## src/rtl/fetch_unit_pkg.sv

```systemverilog
// -----------------------------------------------------------------------------
// fetch_unit_pkg
// Defines shared by the IF, ID and EXE stages: the default datapath width,
// the default reset PC, the NOP encoding and the sequential PC step.
// No ports; import with `import fetch_unit_pkg::*;`.
// -----------------------------------------------------------------------------
package fetch_unit_pkg;

  localparam int          DEF_WORD_LEN = 32;
  localparam logic [31:0] DEF_PC_RESET = 32'h0000_0000;

  // All-zero word acts as a NOP downstream; an empty IF/ID resets to it.
  localparam logic [31:0] NOP_INSTR    = 32'h0000_0000;

  // Byte distance between consecutive instruction words.
  localparam int          PC_STEP      = 4;

endpackage : fetch_unit_pkg

```

## src/rtl/fetch_buffer.sv

```systemverilog
// -----------------------------------------------------------------------------
// fetch_buffer
// One-entry holding register used by the fetch stage. It catches a word
// returned by instruction memory while ID is frozen, so the word is neither
// lost nor fetched a second time.
//
// Ports:
//   clk, rst              clock, asynchronous active-high reset
//   clear                 drop the held word (redirect); highest priority
//   load                  capture load_instr/load_pc4, set buf_valid
//   drain                 the held word is being consumed, clear buf_valid
//   load_instr, load_pc4  word and its PC+4 to capture
//   buf_instr, buf_pc4    held word and its PC+4
//   buf_valid             entry is occupied
// -----------------------------------------------------------------------------
module fetch_buffer
  import fetch_unit_pkg::*;
#(
  parameter int WORD_LEN = DEF_WORD_LEN
) (
  input  logic                clk,
  input  logic                rst,
  input  logic                clear,
  input  logic                load,
  input  logic                drain,
  input  logic [WORD_LEN-1:0] load_instr,
  input  logic [WORD_LEN-1:0] load_pc4,
  output logic [WORD_LEN-1:0] buf_instr,
  output logic [WORD_LEN-1:0] buf_pc4,
  output logic                buf_valid
);

  always_ff @(posedge clk or posedge rst) begin
    if (rst) begin
      buf_instr <= WORD_LEN'(NOP_INSTR);
      buf_pc4   <= '0;
      buf_valid <= 1'b0;
    end else if (clear) begin
      buf_valid <= 1'b0;
    end else if (load) begin
      buf_instr <= load_instr;
      buf_pc4   <= load_pc4;
      buf_valid <= 1'b1;
    end else if (drain) begin
      buf_valid <= 1'b0;
    end
  end

endmodule : fetch_buffer

```

## src/rtl/fetch_unit.sv

```systemverilog
// -----------------------------------------------------------------------------
// fetch_unit
// Instruction-fetch stage plus IF/ID pipeline register. Owns the PC, issues
// requests over a req/ready handshake (data valid in the accepting cycle),
// and presents fetched words to ID. hazard_detected freezes the IF->ID flow;
// branch_taken redirects the PC unless it coincides with a hazard.
//
// Ports:
//   clk, rst         clock, asynchronous active-high reset
//   hazard_detected  ID hazard, freezes IF/ID
//   branch_taken     ID branch resolved taken
//   branch_address   redirect target
//   imem_req         fetch request (low while the holding buffer is full)
//   imem_addr        fetch address (= pc)
//   imem_ready       request accepted, imem_rdata valid this cycle
//   imem_rdata       fetched instruction
//   instr_ID, PC_ID  IF/ID instruction and its PC+4
//   valid_ID         IF/ID holds a real instruction (0 = bubble)
//   stall_cycles     cycles with freeze asserted (saturating)
//   flush_count      number of redirects (saturating)
//
// Build option: define FETCH_PERF_EN to instantiate the two performance
// counters; otherwise both counter outputs are tied to zero.
// -----------------------------------------------------------------------------
module fetch_unit
  import fetch_unit_pkg::*;
#(
  parameter int                 WORD_LEN = DEF_WORD_LEN,
  parameter logic [WORD_LEN-1:0] PC_RESET = DEF_PC_RESET
) (
  input  logic                clk,
  input  logic                rst,
  input  logic                hazard_detected,
  input  logic                branch_taken,
  input  logic [WORD_LEN-1:0] branch_address,
  output logic                imem_req,
  output logic [WORD_LEN-1:0] imem_addr,
  input  logic                imem_ready,
  input  logic [WORD_LEN-1:0] imem_rdata,
  output logic [WORD_LEN-1:0] instr_ID,
  output logic [WORD_LEN-1:0] PC_ID,
  output logic                valid_ID,
  output logic [31:0]         stall_cycles,
  output logic [31:0]         flush_count
);

  logic [WORD_LEN-1:0] pc_reg;
  logic [WORD_LEN-1:0] pc_plus4;
  logic                redirect;
  logic                freeze;
  logic                fire;

  logic [WORD_LEN-1:0] buf_instr;
  logic [WORD_LEN-1:0] buf_pc4;
  logic                buf_valid;

  // A branch that arrives together with a hazard is itself stalled in ID,
  // so it must not steer the PC yet.
  assign redirect = branch_taken & ~hazard_detected;
  assign freeze   = hazard_detected;

  assign imem_req  = ~buf_valid;
  assign imem_addr = pc_reg;
  assign fire      = imem_req & imem_ready;
  assign pc_plus4  = pc_reg + WORD_LEN'(PC_STEP);  // wraps silently

  fetch_buffer #(
    .WORD_LEN (WORD_LEN)
  ) u_fetch_buffer (
    .clk        (clk),
    .rst        (rst),
    .clear      (redirect),
    .load       (freeze & fire),
    .drain      (~redirect & ~freeze & buf_valid),
    .load_instr (imem_rdata),
    .load_pc4   (pc_plus4),
    .buf_instr  (buf_instr),
    .buf_pc4    (buf_pc4),
    .buf_valid  (buf_valid)
  );

  // PC and IF/ID register. Priority: redirect > freeze > normal.
  always_ff @(posedge clk or posedge rst) begin
    if (rst) begin
      pc_reg   <= PC_RESET;
      instr_ID <= WORD_LEN'(NOP_INSTR);
      PC_ID    <= '0;
      valid_ID <= 1'b0;
    end else if (redirect) begin
      // Any word returned this cycle belongs to the wrong path: drop it.
      pc_reg   <= branch_address;
      valid_ID <= 1'b0;
    end else if (freeze) begin
      // IF/ID holds; a word fetched now lands in the buffer instead.
      if (fire) begin
        pc_reg <= pc_plus4;
      end
    end else if (buf_valid) begin
      // Buffered word goes first; no request is issued this cycle.
      instr_ID <= buf_instr;
      PC_ID    <= buf_pc4;
      valid_ID <= 1'b1;
    end else if (fire) begin
      instr_ID <= imem_rdata;
      PC_ID    <= pc_plus4;
      valid_ID <= 1'b1;
      pc_reg   <= pc_plus4;
    end else begin
      valid_ID <= 1'b0;
    end
  end

`ifdef FETCH_PERF_EN
  logic [31:0] stall_reg;
  logic [31:0] flush_reg;

  always_ff @(posedge clk or posedge rst) begin
    if (rst) begin
      stall_reg <= '0;
      flush_reg <= '0;
    end else begin
      if (freeze && (stall_reg != 32'hFFFF_FFFF)) begin
        stall_reg <= stall_reg + 32'd1;
      end
      if (redirect && (flush_reg != 32'hFFFF_FFFF)) begin
        flush_reg <= flush_reg + 32'd1;
      end
    end
  end

  assign stall_cycles = stall_reg;
  assign flush_count  = flush_reg;
`else
  assign stall_cycles = 32'd0;
  assign flush_count  = 32'd0;
`endif

endmodule : fetch_unit

```

## config.mk

```make
export PLATFORM = sky130hd
export DESIGN_NAME = fetch_unit
export DESIGN_NICKNAME = d
export VERILOG_FILES = /design/src/rtl/fetch_unit_pkg.sv /design/src/rtl/fetch_buffer.sv /design/src/rtl/fetch_unit.sv
export SDC_FILE = /design/constraint.sdc
export NUM_CORES = 1
export LEC_CHECK = 0
export CORE_MARGIN = 1
export CORE_UTILIZATION = 42
export CTS_CLUSTER_SIZE = 40
export DETAILED_ROUTE_END_ITERATION = 10
export PLACE_DENSITY = 0.72
export SYNTH_ARGS = -nofsm -noshare
export SYNTH_HDL_FRONTEND = slang
export SYNTH_SLANG_ARGS = --single-unit
```

## constraint.sdc

```tcl
create_clock -name clk -period 15.3 [get_ports clk]
set_input_delay 3.06 -clock clk [delete_from_list [all_inputs] [get_ports clk]]
set_output_delay 3.06 -clock clk [all_outputs]
set_load 0.005 [all_outputs]
```

==> summary.md <==
| Metric | Value |
|---|---|
| Crit start category | `flip-flop` |
| Number of flops mapped to enable cells by yosys | `0` |
| Initial DRC Count | `447` |
| ANT cells | `0` |
| Multi-input gate area | `3470 sq um` |
| Worst r2r dst | `u_fetch_buffer.buf_instr[3]` |
| Dominant cell type by area after synthesis | `dfrtp_1` |
| Filler cell count in the final layout | `1,643` |
| Hold slack | `478 ps` |
| Post_cts resized | `0` |
| Peak supply drop | `0.0804 mV` |
| CP Capture Type | `output port` |
| Status | `finished, violations left` |
| Pwr Density | `128 nW/um^2` |
| Reg2Reg Depth | `3` |
| Nets | `1,003` |
| Final worst path period share | `35.9%` |
| Switching Share | `27.2%` |
| Total number of vias | `5,951` |
| Worst skew pair latency | `420 ps` |
| Via density | `5.04` |
| Async S/R FF share, synth | `100%` |
| Wire length of the first global-routing pass | `29,800 um` |
| Clock tree buffer depth | `2` |
| Logic pwr share | `21.5%` |
| Biggest cell delay along the critical path | `1090 ps` |
| R2R Setup Slk | `12,390 ps` |
| ANT nets after route | `0` |
| Leakage | `4.26 nW` |
| Clock Power Share | `33.3%` |
| Hold Crit Depth | `2` |
| Synth area leaders | `dfrtp_1 (51%), o21ai_0 (6.6%), buf_4 (6.4%)` |
| Cell Chain, Critical Path | `inv_1, clkdlybuf4s50_1` |
| Gpl congestion | `0.822` |
| Yosys reg bits | `162` |
| H-tree Lvls | `4` |
| WP data required | `12,240 ps` |
| Post-layout util | `54.2%` |
| All-layer global routing usage | `19.2%` |
| Setup Buffers After CTS | `0` |
| R2R Path Start | `u_fetch_buffer.buf_valid` |
| Yosys top cell area share | `50.7%` |
| Post-CTS Hold Fix Bufs | `0` |
| Crit path max fanout | `76` |
| I/O Buffers | `166` |
| Hold/Removal Path Class | `reg -> reg` |
| Fin area | `10,100 sq um` |
| Starting Density | `42.8%` |
| Critical path class | `reg -> out` |
| Synth Flop Type | `dfrtp_1` |
| First drt pass iteration count | `9` |
| # IOs | `231` |
| Setup TNS | `0 ps` |
| Register area | `4060 sq um` |
| Layout cells sized above 1 | `9.41%` |
| Number of distinct library cells after synthesis | `46` |
| Final setup viols | `0` |
| Crit path from | `u_fetch_buffer.buf_valid` |
| Die Wd | `140 um` |
| Placed insts | `1,148` |
| Yosys warning count | `0` |
| Initial antenna violation count | `0` |
| Crit path arrival time | `2440 ps` |
| Max Clock Freq | `0.182 GHz` |
| Synth Area per Inst | `10.0 sq um` |
| Gr ovfl total | `0` |
| P_sw | `0.354 mW` |
| Reg clk slew, reported paths | `60 ps` |
| Average routed wire per standard cell | `15.3 um` |
| Die Area | `19,600 sq um` |
| Hold Fails Final Rpt | `0` |
| Register area share after synthesis | `50.7%` |
| Area growth syn-to-layout | `26.7%` |
| Clk sinks | `162` |
| Overall Power | `1.30 mW` |
| CTS tree | `done` |
| Pre-CTS setup slack | `9660 ps` |
| Number of global-route vias before repair | `5,704` |
| Mapped Area | `8000 sq um` |
| RSZ-0062 raised after global routing | `no` |
| Final min period | `5500 ps` |
| Setup crit end | `imem_req` |
| Final worst slack | `9800 ps` |
| Max transition margin | `25.8%` |
| Die Height | `140 um` |
| Pin count of the biggest net entering global routing | `99` |
| Setup Skew | `8.99 ps` |
| Mapped Cells | `797` |
| Max-cap violations | `0` |
| Core Region | `18,700 sq um` |
| Non-filler instance count after layout | `1,180` |
| Violated checks | `DRC` |
| CP max stage cell | `dfrtp_4` |
| CTS buffer count | `17` |
| Root buffer cell | `clkbuf_16` |
| Cell Int Power | `0.946 mW` |
| Post-DP HPWL | `12,000 um` |
| Site Rows | `50` |
| # DRC | `1` |
| WL final | `18,000 um` |
| Fin. max-slew vios | `0` |
| Worst Tran Pin Value | `1110 ps` |
| HP Start | `PC_ID[7]` |
| Sequential fraction of design power | `45.2%` |
| DP Area | `9540 sq um` |
## how the worst min path moves through the flow
stage                                      end  slack, ps
CTS                 u_fetch_buffer.buf_pc4[11]        480
global placement    u_fetch_buffer.buf_pc4[11]        450
finish                                PC_ID[7]        480
floorplan           u_fetch_buffer.buf_pc4[11]        440
detailed placement  u_fetch_buffer.buf_pc4[11]        470
global route        u_fetch_buffer.buf_pc4[11]        500
## flip-flops by register name, summed over array words and instances (netlist names)
register	count
instr_ID	32
u_fetch_buffer.buf_instr	32
u_fetch_buffer.buf_pc4	32
imem_addr	32
valid_ID	1
u_fetch_buffer.buf_valid	1
PC_ID	32
## critical path, delay by kind of cell (launching register included)
family | cells | cell delay [ps]
flops | 1 | 1090
buf+inv | 2 | 910
## per-layer routing
metal  vias to the layer above  share of wire (%)  global-route usage (%)
met5                         -                  0                       0
met4                         0                1.6                    5.67
met3                        23                5.3                    4.31
met2                       201                 47                    30.0
met1                      2872                 47                    26.8
li1                       2855                  -                       -
## Yosys cell counts (5+ instances only)
master / instances
dfrtp_1: 162
nand2_1: 127
o21ai_0: 105
buf_4: 68
mux2_2: 41
clkbuf_1: 36
mux2i_1: 36
xor2_1: 32
nor2_1: 31
xnor2_1: 22
a21oi_1: 18
nand3_1: 18
nand4_1: 15
o22ai_1: 13
buf_2: 11
nor3_1: 9
and3_1: 5
## cell families (layout without fill, tap and decap cells)
group                    Yosys count  in the layout  synth area share, %
AO/OA/AOI/OAI                    147            147                 9.84
multiplexers                      77             77                 10.3
AND/OR/NAND/NOR                  234            234                 14.0
buffers and inverters            121            207                 9.13
flip-flops                       162            162                 50.7
adder cells (fa/ha/maj)            1              1                0.156
XOR/XNOR                          54             54                 5.91
other                              1             64               0.0469
## power by group through the flow
stage / logic, mW / registers [mW] / clock network [mW]
global placement: 0.275 / 0.592 / 0
global route: 0.310 / 0.600 / 0.459
floorplan: 0.151 / 0.573 / 0
CTS: 0.283 / 0.589 / 0.439
detailed placement: 0.281 / 0.595 / 0
finish: 0.279 / 0.588 / 0.434
## area by class of cell
| class | instances | share of cell area, % |
|---|---|---|
| flip-flops and latches | 162 | 40.0 |
| multi-input cells | 577 | 34.2 |
| repair buffers | 171 | 16.8 |
| clock buffers | 23 | 4.62 |
| well taps | 234 | 2.89 |
| clock inverters | 9 | 1.28 |
| inverters | 4 | 0.198 |
## placed cells by master, fill, tap and decap left out, drive strengths merged, types with 22 or more instances in the layout
cell type / count
clkdlybuf4s50: 166
xor2: 32
o21ai: 105
nor2: 31
xnor2: 22
clkbuf: 23
nand2: 127
mux2: 41
mux2i: 36
dfrtp: 162
conb: 64
Note: power is estimated with default switching activity, not from simulation.
